`src/rtl/nibble_tx_pkg.sv`:
```
// nibble_tx_pkg: shared state encoding and frame constants for the nibble parity transmitter
package nibble_tx_pkg;
  typedef enum logic [2:0] {S_IDLE, S_START, S_DATA, S_PARITY, S_STOP} state_t;
  localparam int FRAME_BITS = 7;
  localparam logic IDLE_LEVEL = 1'b1;
endpackage

```
`src/rtl/nibble_tx_baud.sv`:
```
// nibble_tx_baud: bit-period counter that ticks on the last cycle of each serial bit
module nibble_tx_baud #(
  parameter int CLKS_PER_BIT = 4
) (
  input  logic clk,
  input  logic rst_n,
  input  logic clear,
  output logic tick
);
  localparam int W = $clog2(CLKS_PER_BIT + 1);
  localparam logic [W-1:0] LAST = W'(CLKS_PER_BIT - 1);
  logic [W-1:0] cnt_q, cnt_d;
  assign tick  = cnt_q == LAST;
  assign cnt_d = (clear || tick) ? '0 : cnt_q + 1'b1;
  // count cycles within the current bit, held at 0 while idle so a frame starts aligned
  always_ff @(posedge clk or negedge rst_n)
    if (!rst_n) cnt_q <= '0;
    else        cnt_q <= cnt_d;
endmodule

```
`src/rtl/nibble_parity_tx.sv`:
```
// nibble_parity_tx: serialises a nibble plus its parity bit as start/data/parity/stop; PARITY_CHECK_EN adds a parity checker
module nibble_parity_tx
  import nibble_tx_pkg::*;
#(
  parameter int CLKS_PER_BIT = 4
) (
  input  logic clk,
  input  logic rst_n,
  input  logic I0,
  input  logic I1,
  input  logic I2,
  input  logic I3,
  input  logic paridade_par,
  input  logic in_valid,
  output logic in_ready,
  output logic tx_out,
  output logic busy,
  output logic frame_done,
  output logic parity_err
);
  state_t state_q, state_d;
  logic [1:0] idx_q, idx_d;
  logic [3:0] data_q, data_d;
  logic par_q, par_d;
  logic tick;
  logic accept;

  nibble_tx_baud #(.CLKS_PER_BIT(CLKS_PER_BIT)) u_baud (
    .clk   (clk),
    .rst_n (rst_n),
    .clear (state_q == S_IDLE),
    .tick  (tick)
  );

  assign in_ready   = state_q == S_IDLE;
  assign busy       = !in_ready;
  assign accept     = in_valid && in_ready;
  assign frame_done = (state_q == S_STOP) && tick;

  // next-state: capture on acceptance, advance one frame bit on each tick
  always_comb begin
    state_d = state_q;
    idx_d   = idx_q;
    data_d  = data_q;
    par_d   = par_q;
    case (state_q)
      S_IDLE: if (in_valid) begin
        state_d = S_START;
        data_d  = {I3, I2, I1, I0};
        par_d   = paridade_par;
      end
      S_START: if (tick) begin
        state_d = S_DATA;
        idx_d   = 2'd0;
      end
      S_DATA: if (tick) begin
        idx_d = idx_q + 2'd1;
        if (idx_q == 2'd3) state_d = S_PARITY;
      end
      S_PARITY: if (tick) state_d = S_STOP;
      S_STOP:   if (tick) state_d = S_IDLE;
      default:  state_d = S_IDLE;
    endcase
  end

  // serial line is a pure decode of the registered state, so reset drives it idle immediately
  always_comb
    tx_out = (state_q == S_START)  ? 1'b0 :
             (state_q == S_DATA)   ? data_q[idx_q] :
             (state_q == S_PARITY) ? par_q : IDLE_LEVEL;

  // frame state and captured nibble
  always_ff @(posedge clk or negedge rst_n)
    if (!rst_n) begin
      state_q <= S_IDLE;
      idx_q   <= '0;
      data_q  <= '0;
      par_q   <= 1'b0;
    end else begin
      state_q <= state_d;
      idx_q   <= idx_d;
      data_q  <= data_d;
      par_q   <= par_d;
    end

`ifdef PARITY_CHECK_EN
  logic perr_q, perr_d;
  assign perr_d     = accept ? ((I0 ^ I1 ^ I2 ^ I3) != paridade_par) : perr_q;
  assign parity_err = perr_q;
  // mismatch flag refreshed on every acceptance and held in between
  always_ff @(posedge clk or negedge rst_n)
    if (!rst_n) perr_q <= 1'b0;
    else        perr_q <= perr_d;
`else
  assign parity_err = 1'b0;
`endif
endmodule

```
`config.mk`:
```
export PLATFORM = sky130hd
export DESIGN_NAME = nibble_parity_tx
export DESIGN_NICKNAME = d
export VERILOG_FILES = /design/src/rtl/nibble_tx_pkg.sv /design/src/rtl/nibble_tx_baud.sv /design/src/rtl/nibble_parity_tx.sv
export SDC_FILE = /design/constraint.sdc
export NUM_CORES = 1
export LEC_CHECK = 0
export CAP_MARGIN = 10
export CORE_MARGIN = 10
export CORE_UTILIZATION = 30
export DETAILED_ROUTE_END_ITERATION = 6
export PLACE_DENSITY = 0.58
export REMOVE_ABC_BUFFERS = 1
export SYNTH_ARGS = -nofsm -noshare
export SYNTH_HDL_FRONTEND = slang
export SYNTH_HIERARCHICAL = 1
export SYNTH_SLANG_ARGS = --single-unit
```
`constraint.sdc`:
```
create_clock -name clk -period 2 [get_ports clk]
set_clock_uncertainty 0.15 [all_clocks]
set_input_delay 0.4 -clock clk [delete_from_list [all_inputs] [get_ports clk]]
set_output_delay 0.4 -clock clk [all_outputs]
set_load 0.02 [all_outputs]
```
# Word-level counts from Yosys, hierarchy flattened
# Cells that the tools add are included.
# Widths: inputs -> output; s select.
dict set report totals {
  reg_bits 13
  output_inout_bits 5
}
dict set report op_classes {
  eq_ne 12
  n_reduce_logical 8
  order_cmp 1
  n_mux 16
  n_addsub 2
}
# op n
set ops {}
lappend ops {{$mux 3} 7}
lappend ops {{$pmux 3 s5} 1}
lappend ops {{$ne 2x2->1 const B} 6}
lappend ops {{$eq 3x2->1 const B} 3}
lappend ops {{$reduce_and 6->1} 1}
lappend ops {{$mux 1} 4}
lappend ops {{$mux 2} 2}
lappend ops {{$pmux 2 s2} 1}
lappend ops {{$add 3x1->3 const B} 1}
lappend ops {{$eq 3x1->1 const B} 1}
lappend ops {{$eq 3x3->1 const B} 1}
lappend ops {{$logic_not 3->1} 1}
lappend ops {{$lt 2x3->1 const B} 1}
lappend ops {{$reduce_and 3->1} 1}
lappend ops {{$add 2x1->2 const B} 1}
lappend ops {{$bmux 1 s2} 1}
lappend ops {{$eq 2x2->1 const B} 1}
lappend ops {{$reduce_and 2->1} 1}
lappend ops {{$reduce_bool 2->1} 1}
lappend ops {{$logic_and 1x1->1} 1}
lappend ops {{$logic_not 1->1} 1}
lappend ops {{$logic_or 1x1->1} 1}

# Longest topological paths before layout
# Gate-level depths: netlist of run 1.
dict set report depth {
  word_depth 4
  ltp_mapped 5
  ltp_nobuf 5
}

# Cells and area by module
# Netlist of run 1, hierarchy kept.
# mod seq_area_each_um2 n_inst area_per_inst_um2 cells_each
set by_module_without_submodules {}
lappend by_module_without_submodules {nibble_parity_tx 250.2 1 553.0 49}
lappend by_module_without_submodules {nibble_tx_baud 75.1 1 126.4 9}

# Worst setup path before layout of run 1
# Ideal clock, no wire load.
dict set report synth_timing {
  kind {register to output}
  start {register idx_q[0]}
  end {output port tx_out}
  t_arrival_ns 1.273
  stages_incl_launch_ff 4
  path_buffers 0
  slack_ns 0.177
  path_cell_list {dfrtp_1 > mux4_2 > nor4b_2 > a31oi_1}
}
dict set report synth_via {
  elab_chain_len 4
}
# element line_no
set synth_lines {}
lappend synth_lines {{start, declared} nibble_parity_tx.sv:22} ;# logic [1:0] idx_q, idx_d;
lappend synth_lines {{start signal, assigned} nibble_parity_tx.sv:81} ;# idx_q <= idx_d;
lappend synth_lines {{$bmux 1 s2} nibble_parity_tx.sv:69} ;# (state_q == S_DATA) ? data_q[idx_q] :
lappend synth_lines {{$mux 1 (not written as such)} nibble_parity_tx.sv:69}
lappend synth_lines {{$mux 1} nibble_parity_tx.sv:69}
lappend synth_lines {{$mux 1} nibble_parity_tx.sv:68} ;# tx_out = (state_q == S_START) ? 1'b0 :
lappend synth_lines {{end, declared} nibble_parity_tx.sv:16} ;# output logic tx_out,
# No other way between the ends. The select of a mux whose other input is x is not followed.

# Worst setup path in the final report of run 1
# Same ends and word-level chain as after synthesis.

==> run_results.csv, run 1 <==
group,metric,value,unit
status,outcome,"finished with violations",
status,violations,"setup timing",
timing,finalCritPeriodShare,1.081,
synthesis,synth_cell_types,23,
place,dp.cells,101,
synthesis,yosys.area.top_type,"dfrtp_1",
synthesis,ys_seq_elements,13,
synthesis,netlist.area_leader.share,0.4788,
critical_path,crit_type,"reg2out",
timing,hold_violations,0,
place,port_buffers,11,
clock_network,cts_root_buffer,"clkbuf_4",
clock_network,h-tree-depth,1,
drt,wirelength,1346,µm
synthesis,syn_area,679.4,µm²
power_and_ir_drop,ir_worst_vdd,0.6986,mV
cells_and_area,design_area,868.3,µm²
critical_path,r2r_start,"state_q[1]",
cells_and_area,area_delta_synth_final,27.81,%
critical_path,crit_buf_inv,1,
synthesis,seq_area_frac_synth,0.4788,
cells_and_area,fillers,222,
synthesis,yosysWarnings,6,
clock_network,clock_path_buffers,2,
critical_path,cp_top_family,"multiplexers",
timing,slew_headroom,0.6043,
place,gp_congestion,0.7583,
cells_and_area,fin_nets,89,
critical_path,cp-startpoint,"idx_q[0]",
critical_path,cp_slowest_cell,"mux4_2",
clock_network,cts_tree,"done",
cells_and_area,layout-drive-gt1-share,0.2208,
critical_path,critical_path_required,1.45,ns
timing,fin_ws,-0.1614,ns
power_and_ir_drop,powerDensity,1462,nW/µm²
drt,wire_per_inst,12.82,µm
timing,slew_viol_final,0,
critical_path,cp_max_fo,2,
critical_path,cp.arrival,1.61,ns
die,io_pins,13,
power_and_ir_drop,leakagePower,0.3903,nW
die,start_util,0.3101,
global_route,antenna_found_initial,0,
die,fp.dieH,67.59,µm
timing,setup_violations,1,
synthesis,synth_area_leaders,"dfrtp_1, mux2_1, ha_1",
drt,drc,0,
cells_and_area,diodes,0,
drt,drt_first_pass_iters,4,
global_route,grt_pass1_vias,487,
cells_and_area,stdcell_count,105,
job,maxCapViolations,0,
drt,final_antenna_net_count,0,
critical_path,end_kind,"output pin",
hold_path,hp-class,"reg2reg",
die,num_rows,17,
global_route,grt_pass1_wl,2208,µm
critical_path,worstPathCellList,"mux4_2 -> nor4b_2 -> a31oi_1 -> buf_4",
synthesis,avgSynthCellArea,11.71,µm²
global_route,grt_usage,0.06560,
die,core_region_area,2191,µm²
timing,fin_crit,2.161,ns
timing,rsz0062_at_grt,"true",
place,dp_hpwl,1084,µm
clock_network,path_clk_slew,0.08,ns
timing,tightest_slew,0.5917,ns
global_route,grt_max_degree,14,
clock_network,clock_latency,0.27,ns
critical_path,startpoint_type,"flop",
synthesis,syn_inst,58,
die,die_area,4568,µm²
drt,drt_iter0_markers,7,
clock_network,cts_hold_buf,0,
clock_network,clock_sinks,13,
place,dpl_cell_area,850.8,µm²
hold_path,hold_start,"u_baud/cnt_q[0]",
die,die_w,67.59,µm
drt,vias,487,
drt,vias_per_cell,4.638,
timing,fmaxAchievable,0.4627,GHz
critical_path,max_stage_delay,0.52,ns
global_route,gr-total-overflow,0,
clock_network,cts_buffers,3,
power_and_ir_drop,finalPower,1.269,mW
## path summary, 6_finish.rpt
path                       cells past startpoint         endpoint  slack (ns)
max                                            4           tx_out       -0.16
min                                            1  u_baud/cnt_q[0]        0.33
max reg2reg                                    4        data_q[3]        0.28
min reg2reg                                    1  u_baud/cnt_q[0]        0.33
max in group asynchronous                      1  u_baud/cnt_q[0]        0.97
min in group asynchronous                      1        data_q[0]        0.35
## worst register-to-register path: stages, from the launching register on
cell and delay [ns]:
dfrtp_1 0.41, buf_4 0.17, nor2b_1 0.15, nor3b_4 0.37, mux2_1 0.36
## synth_stat cells
cell / instances
ha_1: 3
and2b_2: 1
and3_1: 2
nor3b_4: 1
mux4_2: 1
conb_1: 1
nor4b_2: 1
nor3b_2: 1
xor2_1: 1
buf_4: 2
nor2_1: 2
dfrtp_1: 13
nand2_1: 7
o22ai_1: 1
buf_6: 1
a21oi_1: 1
nor2b_1: 4
mux2_1: 5
o311a_1: 1
o2bb2ai_1: 2
nor3_1: 2
a31oi_1: 2
inv_1: 3
## registers in the layout (all words and copies together), names as in the netlist
signal and cells:
data_q 4, state_q 3, u_baud/cnt_q 3, idx_q 2, par_q 1
## area by class of cell
cell class / count / area, µm² / area share
Multi-Input combinational cell: 39 / 316.6 / 0.3646
Timing Repair Buffer: 18 / 153.9 / 0.1772
Clock buffer: 4 / 26.28 / 0.03026
Sequential cell: 13 / 325.3 / 0.3746
Inverter: 3 / 11.26 / 0.01297
Tap cell: 28 / 35.03 / 0.04035
## stage by stage
| stage | TNS (ns) | hold slack, ns | setup slack, ns | util |
|---|---|---|---|---|
| detailed placement | -0.5384 | 0.3155 | -0.2871 | 0.3884 |
| CTS | -0.2119 | 0.3272 | -0.2119 | 0.3946 |
| global placement | -0.3512 | 0.2730 | -0.2734 | 0.3884 |
| global route | -0.2400 | 0.3606 | -0.2400 | 0.3963 |
| finish | -0.1614 | 0.3303 | -0.1614 | 0.3963 |
| floorplan | 0 | -0.04559 | 0.1770 | - |
## power by group
group	internal [mW]	switching, mW	total [mW]
Clock	0.0772	0.0834	0.161
Combinational	0.340	0.306	0.646
Sequential	0.389	0.0739	0.463
Total	0.806	0.463	1.27
## repair_timing
| action | 4_1_cts | 5_1_grt |
|---|---|---|
| gates resized for setup | 11 | 2 |
| pin swaps | 0 | 1 |
| buffers inserted | 0 | 0 |
| endpoints found under the setup margin | 4 | 2 |
## layout by cell type (no fill, tap or decap), types with 2 or more instances in the layout
cell type         n
dfrtp_1          13
buf_4             8
nand2_1           7
clkdlybuf4s50_1   7
mux2_1            5
nor2b_1           4
inv_1             3
ha_1              3
clkbuf_4          3
nor2_1            2
and3_1            2
a31oi_1           2
o2bb2ai_1         2
nor3_1            2
## metal layers
layer  GRT usage  vias to the layer above  wire, µm
met5           0                        -         0
met4     0.04615                        0        39
met3     0.03471                        4       120
met2     0.09624                       20       606
met1     0.07123                      222       581
li1            -                      241         -
## kinds of logic (layout without fill, tap and decap cells)
family,Yosys count,count (layout),synth area share
AND/OR/NAND/NOR,21,21,0.2007
flip-flops,13,13,0.4788
AO/OA/AOI/OAI,7,7,0.07551
multiplexers,6,6,0.1160
buffers and inverters,6,25,0.05524
adder cells (fa/ha/maj),3,3,0.05525
other,1,1,0.005520
XOR/XNOR,1,1,0.01289
No activity file was read; power rests on OpenSTA's default activity.
==> run 2: changes to the inputs <==
Settings changed: CTS_BUF_LIST set to sky130_fd_sc_hd__clkbuf_16.
==> run 2 against run 1 <==
  * The run still ends with setup timing left
  * Total power is 17% higher
  * Design area grew 5.9%
  * Sequential share of layout area shrank 2.1 points
  * Utilization is 2.3 points higher
  * Sequential cell count did not move
  * Count of clock-buffer cells in the layout down 1
  * Die area unchanged
  * Routed wire length grew 5.0%
  * Final cell count did not move
  * Maximum frequency rose by 1.9%
  * Largest cell class unchanged
  * Highest routed layer unchanged
==> run_results.csv, run 2 (synthesized netlist as in run 1, its figures left out) <==
group,metric,value,unit
critical_path,critical_path_required,1.45,ns
drt,vias_per_cell,4.714,
cells_and_area,final_cell_mix,"dfrtp_1, buf_4, nand2_1, clkdlybuf4s50_1, mux2_1",
global_route,grt_pass1_wl,2249,µm
global_route,grt_max_degree,14,
clock_network,clock_sinks,13,
status,violations,"setup timing",
cells_and_area,regMostFlops,"data_q",
drt,final_antenna_net_count,0,
die,core_region_area,2191,µm²
critical_path,r2r_start,"state_q[1]",
timing,rsz0062_at_grt,"true",
timing,setup_violations,1,
cells_and_area,largest_reg_flops,4,
critical_path,crit_type,"reg2out",
die,fp.dieH,67.59,µm
place,port_buffers,11,
clock_network,cts_buffers,3,
place,dp.cells,101,
status,outcome,"finished with violations",
cells_and_area,fin_nets,89,
timing,hold_violations,0,
power_and_ir_drop,powerDensity,1615,nW/µm²
timing,tightest_slew,0.5809,ns
critical_path,reg2regPathDepth,4,
global_route,antenna_found_initial,0,
critical_path,cp-startpoint,"idx_q[0]",
power_and_ir_drop,leakagePower,0.4203,nW
drt,drt_iter0_markers,8,
cells_and_area,diodes,0,
global_route,gr-total-overflow,0,
critical_path,cp.arrival,1.57,ns
critical_path,startpoint_type,"flop",
drt,drc,0,
die,die_w,67.59,µm
timing,slew_headroom,0.6115,
critical_path,worstPathCellList,"mux4_2 -> nor4b_2 -> a31oi_1 -> buf_4",
clock_network,cts_setup_buffers,0,
drt,drt_first_pass_iters,4,
place,gp_congestion,0.7583,
drt,wire_per_inst,13.46,µm
clock_network,clock_latency,0.24,ns
job,maxCapViolations,0,
critical_path,end_kind,"output pin",
cells_and_area,stdcell_count,105,
die,start_util,0.3101,
critical_path,cp_max_fo,2,
timing,fin_ws,-0.1210,ns
clock_network,cts_hold_buf,0,
drt,vias,495,
drt,wirelength,1413,µm
die,die_area,4568,µm²
cells_and_area,layout_commonest_cell,"dfrtp_1",
critical_path,rr_endpoint,"data_q[3]",
critical_path,rrSetupSlack,0.28,ns
clock_network,path_clk_slew,0.04,ns
timing,fin_crit,2.121,ns
clock_network,cts_tree,"done",
clock_network,clock_path_buffers,2,
hold_path,hp-class,"reg2reg",
cells_and_area,fillers,219,
critical_path,cp_slowest_cell,"mux4_2",
clock_network,h-tree-depth,1,
cells_and_area,layout-drive-gt1-share,0.2208,
cells_and_area,fin_util,0.4198,
timing,fmaxAchievable,0.4715,GHz
place,place_ws,-0.2871,ns
global_route,grt_usage,0.06894,
power_and_ir_drop,finalPower,1.486,mW
cells_and_area,area_delta_synth_final,35.36,%
timing,slew_viol_final,0,
clock_network,cts_root_buffer,"clkbuf_16",
power_and_ir_drop,ir_worst_vdd,0.7161,mV
timing,finalCritPeriodShare,1.061,
critical_path,endpoint,"tx_out",
die,io_pins,13,
cells_and_area,reg_top3,"data_q (4), state_q (3), u_baud/cnt_q (3)",
critical_path,max_stage_delay,0.52,ns
place,dp_hpwl,1084,µm
die,num_rows,17,
global_route,grt_pass1_vias,490,
-- run 2: cell count changes in the layout (fill, tap and decap cells not counted), sizes merged --
cell / before / now
clkbuf: 4 / 3
clkdlybuf4s15: 1 / 0
dlygate4sd2: 1 / 2
inv: 3 / 4
-- run 2: per-stage QoR --
| stage | setup TNS, ns | hold WS (ns) | instance area, µm² |
|---|---|---|---|
| global route | -0.1798 | 0.3601 | 919.6 |
| CTS | -0.1651 | 0.3382 | 923.4 |
| floorplan | 0 | -0.04559 | 653.1 |
| detailed placement | -0.5384 | 0.3155 | 850.8 |
| global placement | -0.3512 | 0.2730 | 850.8 |
| finish | -0.1210 | 0.3312 | 919.6 |
-- run 2: how the worst min path moves through the flow --
stage	end	startpoint	cells after the start	slack, ns
6_report	data_q[0]	data_q[0]	1	0.33
3_5_place_dp	u_baud/cnt_q[0]	u_baud/cnt_q[0]	1	0.32
3_3_place_gp	u_baud/cnt_q[0]	u_baud/cnt_q[0]	1	0.27
5_1_grt	data_q[2]	data_q[2]	1	0.36
2_1_floorplan	data_q[0]	rst_n	0	-0.05
4_1_cts	data_q[2]	data_q[2]	1	0.34
-- run 2: power by group --
part,internal [mW],switching [mW]
Combinational,0.338,0.309
Clock,0.263,0.108
Sequential,0.391,0.0760
Total,0.992,0.493
-- run 2: cell type report --
class / count / area [µm²] / area share
timing repair buffer: 18 / 152.6 / 0.1660
sequential: 13 / 325.3 / 0.3537
clock inverter: 1 / 3.754 / 0.004082
multi-input combinational: 39 / 316.6 / 0.3442
inverter: 3 / 11.26 / 0.01224
clock buffer: 3 / 75.07 / 0.08163
tap: 28 / 35.03 / 0.03810
-- run 2: critical path: cells and delay by family (launching register included) --
| family | cells | cell delay, ns |
|---|---|---|
| buf+inv | 1 | 0.17 |
| flops | 1 | 0.36 |
| simple gates | 1 | 0.22 |
| mux | 1 | 0.52 |
| compound gates | 1 | 0.07 |
-- run 2: timing repair --
action / CTS / global route
pin swaps: 0 / 1
endpoints found under the setup margin: 4 / 2
resized for setup: 10 / 2
hold endpoints to repair: 0 / 0
-- run 2: per-layer routing --
metal / track usage / routed length (µm)
met1: 0.07028 / 631
met2: 0.1021 / 635
met3: 0.03306 / 80
met4: 0.06410 / 66
met5: 0 / 0
